File: src/rtl/alarm_pkg.sv
// Shared definitions for the anti-theft alarm controller: state codes, interval
// select codes and timer width.
package alarm_pkg;

    localparam int TIMER_W = 5;

    typedef enum logic [2:0] {
        ST_ARMED      = 3'd0,
        ST_TRIGGER    = 3'd1,
        ST_ALARM_ON   = 3'd2,
        ST_DISARMED   = 3'd3,
        ST_WAIT_OPEN  = 3'd4,
        ST_WAIT_CLOSE = 3'd5,
        ST_ARMING     = 3'd6
    } state_t;

    typedef enum logic [1:0] {
        INT_ARM    = 2'b00,
        INT_DRIVER = 2'b01,
        INT_PASS   = 2'b10,
        INT_ALARM  = 2'b11
    } interval_t;

endpackage

File: src/rtl/interval_timer.sv
// Seconds down-counter with a one-cycle deferred load, so the parameter block has
// a cycle to present the duration selected by the new interval.
module interval_timer
    import alarm_pkg::*;
#(
    parameter bit TICK_IGNORE_ON_LOAD = 1'b1
) (
    input  logic               clock,
    input  logic               reset,
    input  logic               load,
    input  logic [TIMER_W-1:0] load_value,
    input  logic               tick,
    input  logic               clear,
    output logic               expired
);

    localparam logic [TIMER_W-1:0] ONE = TIMER_W'(1);

    logic [TIMER_W-1:0] count_q, count_d;
    logic               pending_q, pending_d;

    // A held load request keeps re-arming the pending flag, so the count stays
    // pinned to the parameter value until the request drops.
    always_comb begin
        count_d   = count_q;
        pending_d = load;
        if (clear) begin
            count_d   = '0;
            pending_d = 1'b0;
        end else if (pending_q) begin
            if (tick && !TICK_IGNORE_ON_LOAD && (load_value != '0)) begin
                count_d = load_value - ONE;
            end else begin
                count_d = load_value;
            end
        end else if (tick && (count_q != '0)) begin
            count_d = count_q - ONE;
        end
    end

    always_ff @(posedge clock or negedge reset) begin
        if (!reset) begin
            count_q   <= '0;
            pending_q <= 1'b0;
        end else begin
            count_q   <= count_d;
            pending_q <= pending_d;
        end
    end

    assign expired = (count_q == '0) && !pending_q;

endmodule

File: src/rtl/alarm_controller.sv
// Alarm sequencing FSM: tracks doors and ignition, selects the timing parameter
// through interval, and drives siren and status LED.
module alarm_controller
    import alarm_pkg::*;
#(
    parameter bit TICK_IGNORE_ON_LOAD = 1'b1
) (
    input  logic               clock,
    input  logic               reset,
    input  logic               tick,
    input  logic               ignition,
    input  logic               door_driver,
    input  logic               door_pass,
    input  logic               reprogram,
    input  logic [TIMER_W-1:0] value,
    output logic [1:0]         interval,
    output logic               siren,
    output logic               status,
    output logic [2:0]         state
);

    state_t    state_q, state_d;
    interval_t interval_q, interval_d;
    logic      blink_q, blink_d;
    logic      load;
    logic      clear;
    logic      expired;
    logic      door_open;

    interval_timer #(
        .TICK_IGNORE_ON_LOAD(TICK_IGNORE_ON_LOAD)
    ) u_timer (
        .clock      (clock),
        .reset      (reset),
        .load       (load),
        .load_value (value),
        .tick       (tick),
        .clear      (clear),
        .expired    (expired)
    );

    assign door_open = door_driver | door_pass;

    // reprogram outranks ignition, which outranks every ordinary transition.
    always_comb begin
        state_d    = state_q;
        interval_d = interval_q;
        load       = 1'b0;
        clear      = 1'b0;
        if (reprogram) begin
            state_d = ST_ARMED;
            clear   = 1'b1;
        end else if (ignition) begin
            state_d = ST_DISARMED;
        end else begin
            case (state_q)
                ST_ARMED: begin
                    if (door_driver) begin
                        state_d    = ST_TRIGGER;
                        interval_d = INT_DRIVER;
                        load       = 1'b1;
                    end else if (door_pass) begin
                        state_d    = ST_TRIGGER;
                        interval_d = INT_PASS;
                        load       = 1'b1;
                    end
                end
                ST_TRIGGER: begin
                    if (expired) begin
                        state_d    = ST_ALARM_ON;
                        interval_d = INT_ALARM;
                        load       = 1'b1;
                    end
                end
                ST_ALARM_ON: begin
                    if (door_open) begin
                        load = 1'b1;
                    end else if (expired) begin
                        state_d = ST_ARMED;
                    end
                end
                ST_DISARMED:   state_d = ST_WAIT_OPEN;
                ST_WAIT_OPEN: begin
                    if (door_driver) begin
                        state_d = ST_WAIT_CLOSE;
                    end
                end
                ST_WAIT_CLOSE: begin
                    if (!door_driver) begin
                        state_d    = ST_ARMING;
                        interval_d = INT_ARM;
                        load       = 1'b1;
                    end
                end
                ST_ARMING: begin
                    if (door_open) begin
                        load = 1'b1;
                    end else if (expired) begin
                        state_d = ST_ARMED;
                    end
                end
                default:       state_d = ST_ARMED;
            endcase
        end
    end

    // The blink phase restarts from 0 every time ARMED is entered.
    always_comb begin
        blink_d = 1'b0;
        if (state_q == ST_ARMED) begin
            blink_d = blink_q ^ tick;
        end
    end

    always_ff @(posedge clock or negedge reset) begin
        if (!reset) begin
            state_q    <= ST_ARMED;
            interval_q <= INT_ARM;
            blink_q    <= 1'b0;
        end else begin
            state_q    <= state_d;
            interval_q <= interval_d;
            blink_q    <= blink_d;
        end
    end

    always_comb begin
        status = 1'b0;
        case (state_q)
            ST_ARMED:                status = blink_q;
            ST_TRIGGER, ST_ALARM_ON: status = 1'b1;
            default:                 status = 1'b0;
        endcase
    end

    assign siren    = (state_q == ST_ALARM_ON);
    assign interval = interval_q;
    assign state    = state_q;

endmodule

File: config.mk
export PLATFORM = sky130hd
export DESIGN_NAME = alarm_controller
export DESIGN_NICKNAME = d
export VERILOG_FILES = /design/src/rtl/alarm_pkg.sv /design/src/rtl/interval_timer.sv /design/src/rtl/alarm_controller.sv
export SDC_FILE = /design/constraint.sdc
export NUM_CORES = 1
export LEC_CHECK = 0
export CAP_MARGIN = 20
export CORE_ASPECT_RATIO = 1.75
export CORE_MARGIN = 5
export CORE_UTILIZATION = 25
export CTS_CLUSTER_DIAMETER = 150
export CTS_CLUSTER_SIZE = 8
export DETAILED_ROUTE_END_ITERATION = 10
export PLACE_DENSITY = 0.48
export RECOVER_POWER = 100
export SLEW_MARGIN = 10
export SYNTH_ARGS = -nofsm -noshare
export SYNTH_HDL_FRONTEND = slang
export SYNTH_HIERARCHICAL = 1
export SYNTH_SLANG_ARGS = --single-unit
File: constraint.sdc
create_clock -name clock -period 2.91 [get_ports clock]
set_input_delay 0.873 -clock clock [delete_from_list [all_inputs] [get_ports clock]]
set_output_delay 0.873 -clock clock [all_outputs]
set_load 0.005 [all_outputs]
# After elaboration in Yosys (flattened, before gate mapping)
# Index checks and enable logic that the tools add are counted.
# word_totals
ff_bits,12
latchBits,0
mem_bits_rw,0
mem_bits_ro,0
input_bits,12
output_inout_bits,7
wordCells,67
n_memories,0
# classes
add_sub_neg,1
mul,0
div,0
n_lt_le_gt_ge,0
n_eq_ne,15
shift,0
mux,30
n_bitwise,4
reduce_logical,12
# op_table
operator,count
$mux W3,9
$pmux W3 S6,1
$ne A4 B4 Y1 const B,4
$mux W5,3
$reduce_and A6 Y1,2
$mux W1,10
$eq A3 B3 Y1 const B,3
$mux W2,4
$eq A3 B2 Y1 const B,2
$pmux W2 S3,1
$reduce_bool A3 Y1,2
$logic_not A5 Y1,1
$ne A5 B5 Y1 const B,1
$reduce_bool A5 Y1,1
$sub A5 B1 Y5 const B,1
$ne A2 B2 Y1 const B,2
$ne A4 B1 Y1 const B,1
$pmux W1 S4,1
$reduce_or A2 Y1,2
$eq A3 B1 Y1 const B,1
$logic_not A3 Y1,1
$ne A3 B3 Y1 const B,1
$logic_and A1 B1 Y1,2
$not A1 Y1,2
other kinds (4),4

# Logic depth before layout (Yosys ltp)
# logic_depth
ltp_word,7
ltp_mapped,10
mapped_depth_nobuf,9

# Cells and area by module
# The synthesis kept the hierarchy.
# modules_own_cells
mod,n_inst,cells_each,area_each_um2,seq_area_each_um2
alarm_controller,1,48,417.9,150.1
interval_timer,1,40,362.8,150.1

# Worst setup path before layout
# Ideal clock, no wire load.
# synth_timing
kind,flip-flop to flip-flop
from,register u_timer.count_q[1]
to,register interval_q[0] (netlist: interval[0])
setup_time_ns,0.125
arrival_time_ns,2.345
slack_ns,0.439
stages_incl_launch_ff,10
period_less_slack_ns,2.471
path_cell_list,dfrtp_1 -> inv_1 -> ha_1 -> or4b_1 -> buf_2 -> nor2_1 -> inv_1 -> and3_1 -> or4_4 -> mux2_4
# synth_between
elab_chain_len,4
# synth_rtl
element,line_no,rtl
"start, declared",interval_timer.sv:19,"logic [TIMER_W-1:0] count_q, count_d;"
"start signal, assigned",interval_timer.sv:46,count_q <= count_d;
$logic_not A5 Y1,interval_timer.sv:51,assign expired = (count_q == '0) && !pending_q;
$logic_and A1 B1 Y1,interval_timer.sv:51,
net expired,alarm_controller.sv:27,logic expired;
$ne A2 B2 Y1 (no source line),n/a,
$reduce_and A6 Y1 (no source line),n/a,
"end signal, assigned",alarm_controller.sv:122,interval_q <= interval_d;
"end, declared",alarm_controller.sv:23,"interval_t interval_q, interval_d;"
# The timed path passes the listed nets, and every way through them passes these cells.
# A chain may end at the register's enable or synchronous reset.

# Final worst setup path
# layout_timing
from,register state_q[0] (netlist: state[0])
to,output port status
# layout_between
elab_chain_len,3
word_cells_on_any_way,5
# layout_rtl
element,line_no,rtl
"start, declared",alarm_controller.sv:22,"state_t state_q, state_d;"
"start signal, assigned",alarm_controller.sv:121,state_q <= state_d;
$eq A3 B2 Y1 or $eq A3 B1 Y1 (tied branches),alarm_controller.sv:129,case (state_q)
$reduce_or A2 Y1,alarm_controller.sv:129,
$pmux W1 S2 (*),alarm_controller.sv:129,
"end, declared",alarm_controller.sv:18,"output logic status,"
# Every way passes the cells marked *; elsewhere a longest branch is shown, timed or not.

==> flow_summary.ini <==
[outcome]
status = complete, no violations

[critical_path]
path_class = register to output port
crit_end = status
rr_worst_depth = 8
critPathSlowestCell = dlygate4sd3_1
cp-start-kind = register
critPathRequiredTime_ns = 2.04
startpoint = state[0]
path_cells = a21oi_1 > o31a_1 > dlygate4sd3_1
cp_max_fo = 13
r2r_slack_ns = 0.43
r2r-end = interval[0]
end_kind = output port
timing.rr.start = u_timer/count_q[0]
slowest_delay_ns = 0.56
arrival_ns = 1.74

[cells_and_area]
nets = 124
stdcell_area_um2 = 1061
fillers = 323
n_antenna_cell = 0
area_delta_synth_final_pct = 35.90
drive_above_1_share_pct = 10.00

[logic_synthesis]
yosys-top-cells-count = dfrtp_1 (12), nor2_1 (9), a21oi_1 (8), inv_1 (7), nor3_1 (5)
synth_seq_cells = 12
synth_top_family_by_area = simple AND/OR/NAND/NOR gates
synth_mux_area_share_pct = 3.846
synth_seq_area_share_pct = 38.46
synth_area_um2 = 780.7
avgSynthCellArea_um2 = 8.872
synth.distinct_cells = 38
synth-adder-area-share_pct = 1.603
synthXorXnorAreaFrac_pct = 1.122
post-synth-top-area-fraction_pct = 38.46
yosys.cell_count.top_type = dfrtp_1
async_flop_share_pct = 100.0
synth_compound_area_share_pct = 20.67
netlist_instances = 88
synth_flop_cell = dfrtp_1
synth_edf_count = 0
netlist_top_cells_area = dfrtp_1 (38%), a21oi_1 (5.1%), nor2_1 (4.3%)
synth_warnings = 6
synthSimpleGateAreaFrac_pct = 25.64
syn_nets = 101
synth_top_area_cell = dfrtp_1

[grt]
overflow = 0
antenna_found_initial = 0
grt_start_max_net_pins = 14
grtUsageTotal_pct = 9.475
grt_pass1_wl_mm = 3.208
grt_pass1_vias = 758

[die]
die_y_um = 83.93
io_pins = 19
initial_utilization_pct = 25.40
chipWidth_um = 52.25
die-area_um2 = 4385
rows = 27
coreArea_um2 = 3074

[timing]
relSlewSlack_pct = 62.52
finalSetupViolations = 0
max_clock_freq_ghz = 0.3823
tns_ns = 0
min_period_ns = 2.616
worst-slew-pin-transition_ns = 0.5604
hold_viol_final = 0
slew_violations = 0
skew_ns = 0.007278
hold_ws_ns = 0.4933
rsz0062_at_grt = false
fin_crit_sh_pct = 89.88

[detailed_routing]
totalWireLength_mm = 1.871
post_drt_wl_per_cell_um = 12.23
ant_nets = 0
drc_errors = 0
vias = 717
dr.pass1.iters = 4
drtIter0Drc = 19
via_per_inst = 4.686

[run]
maxCapViolations = 0

[place]
portBuffers = 18
dpl_cell_area_um2 = 1027
place.gp.congestion = 0.8287
dpl.hpwl_mm = 1.508

[clock_tree]
cts_buffers = 3
clock_sinks = 12
cts_buffer_depth = 2
clock_latency_ns = 0.23
cts_resized = 0
ctsRootBufferMaster = clkbuf_8
clk_pin_slew_ns = 0.05
post_cts_buffers = 0
cts_hold_buf = 0
cts.htree.levels = 1
cts_tree = done

[power_and_ir_drop]
vdd.ir_drop.worst_v = 0.0004002
power_uw = 760.7
p_leak_uw = 0.0004351
power_density_nw_per_um2 = 717.0

[worst_hold_path]
holdCritPathClass = register to register
how the worst min path moves through the flow:
| stage | cells after the start | from | endpoint |
|---|---|---|---|
| floorplan | 1 | interval[0] | interval[0] |
| global placement | 1 | interval[1] | interval[1] |
| detailed placement | 1 | interval[0] | interval[0] |
| CTS | 1 | interval[0] | interval[0] |
| global route | 1 | interval[1] | interval[1] |
| finish | 1 | interval[0] | interval[0] |
flip-flops by register name, indices dropped and copies added (netlist names):
register	count
u_timer/count_q	5
interval	2
u_timer/pending_q	1
blink_q	1
state	3
per-stage QoR:
step | setup WS [ns] | util [%] | instances
2_1_floorplan | 0.4395 | - | 88
3_5_place_dp | 0.1775 | 33.41 | 149
5_1_grt | 0.2053 | 34.51 | 153
4_1_cts | 0.3453 | 35.21 | 153
3_3_place_gp | 0.1822 | 33.41 | 149
6_report | 0.2944 | 34.51 | 153
worst max-delay path: cells and delay by family, from the launching register on:
kind	cells	cell delay, ns
buffers and inverters	1	0.56
DFF	1	0.53
AOI/OAI and AO/OA	2	0.42
power by group:
part | leakage (uW) | internal [uW] | switching (uW)
sequential | 0.000156 | 211 | 43.7
clock | 0.0000288 | 119 | 55.5
combinational | 0.000250 | 174 | 157
per-layer routing:
layer	GRT usage [%]	share of wire [%]	vias to the layer above
met3	1.968	4.6	2
met1	9.834	41	341
met5	0	0	-
met4	4.186	1.1	0
li1	-	-	360
met2	17.30	54	14
layout by cell type (no fill, tap or decap), types with 2 or more instances in the layout:
cell type        instances
buf_4                    4
nand3b_1                 2
dfrtp_1                 12
a21oi_1                  8
a2111oi_0                2
nand2b_1                 3
o21a_1                   2
nor3_1                   5
nand2_1                  4
inv_1                    7
clkbuf_8                 4
nor2_1                   9
dlygate4sd3_1            9
or3_1                    2
clkdlybuf4s50_1          9
clkbuf_1                 2
nor3b_1                  2
o21ai_0                  2
cells by family (layout without fill, tap and decap cells):
logic type	count (synthesis)	in the layout
adder cells (fa/ha/maj)	1	1
buffers and inverters	14	36
AND/OR/NAND/NOR	35	35
flip-flops	12	12
multiplexers	2	2
AO/OA/AOI/OAI	23	23
XOR/XNOR	1	1
final cells by class:
type | instances | area [um^2] | share of cell area [%]
multi-input cells | 62 | 399.1 | 37.62
repair buffers | 24 | 217.7 | 20.52
flip-flops and latches | 12 | 300.3 | 28.30
clock buffers | 4 | 55.05 | 5.189
inverters | 8 | 35.03 | 3.302
well taps | 43 | 53.80 | 5.071
(Power assumes the default switching activity.)
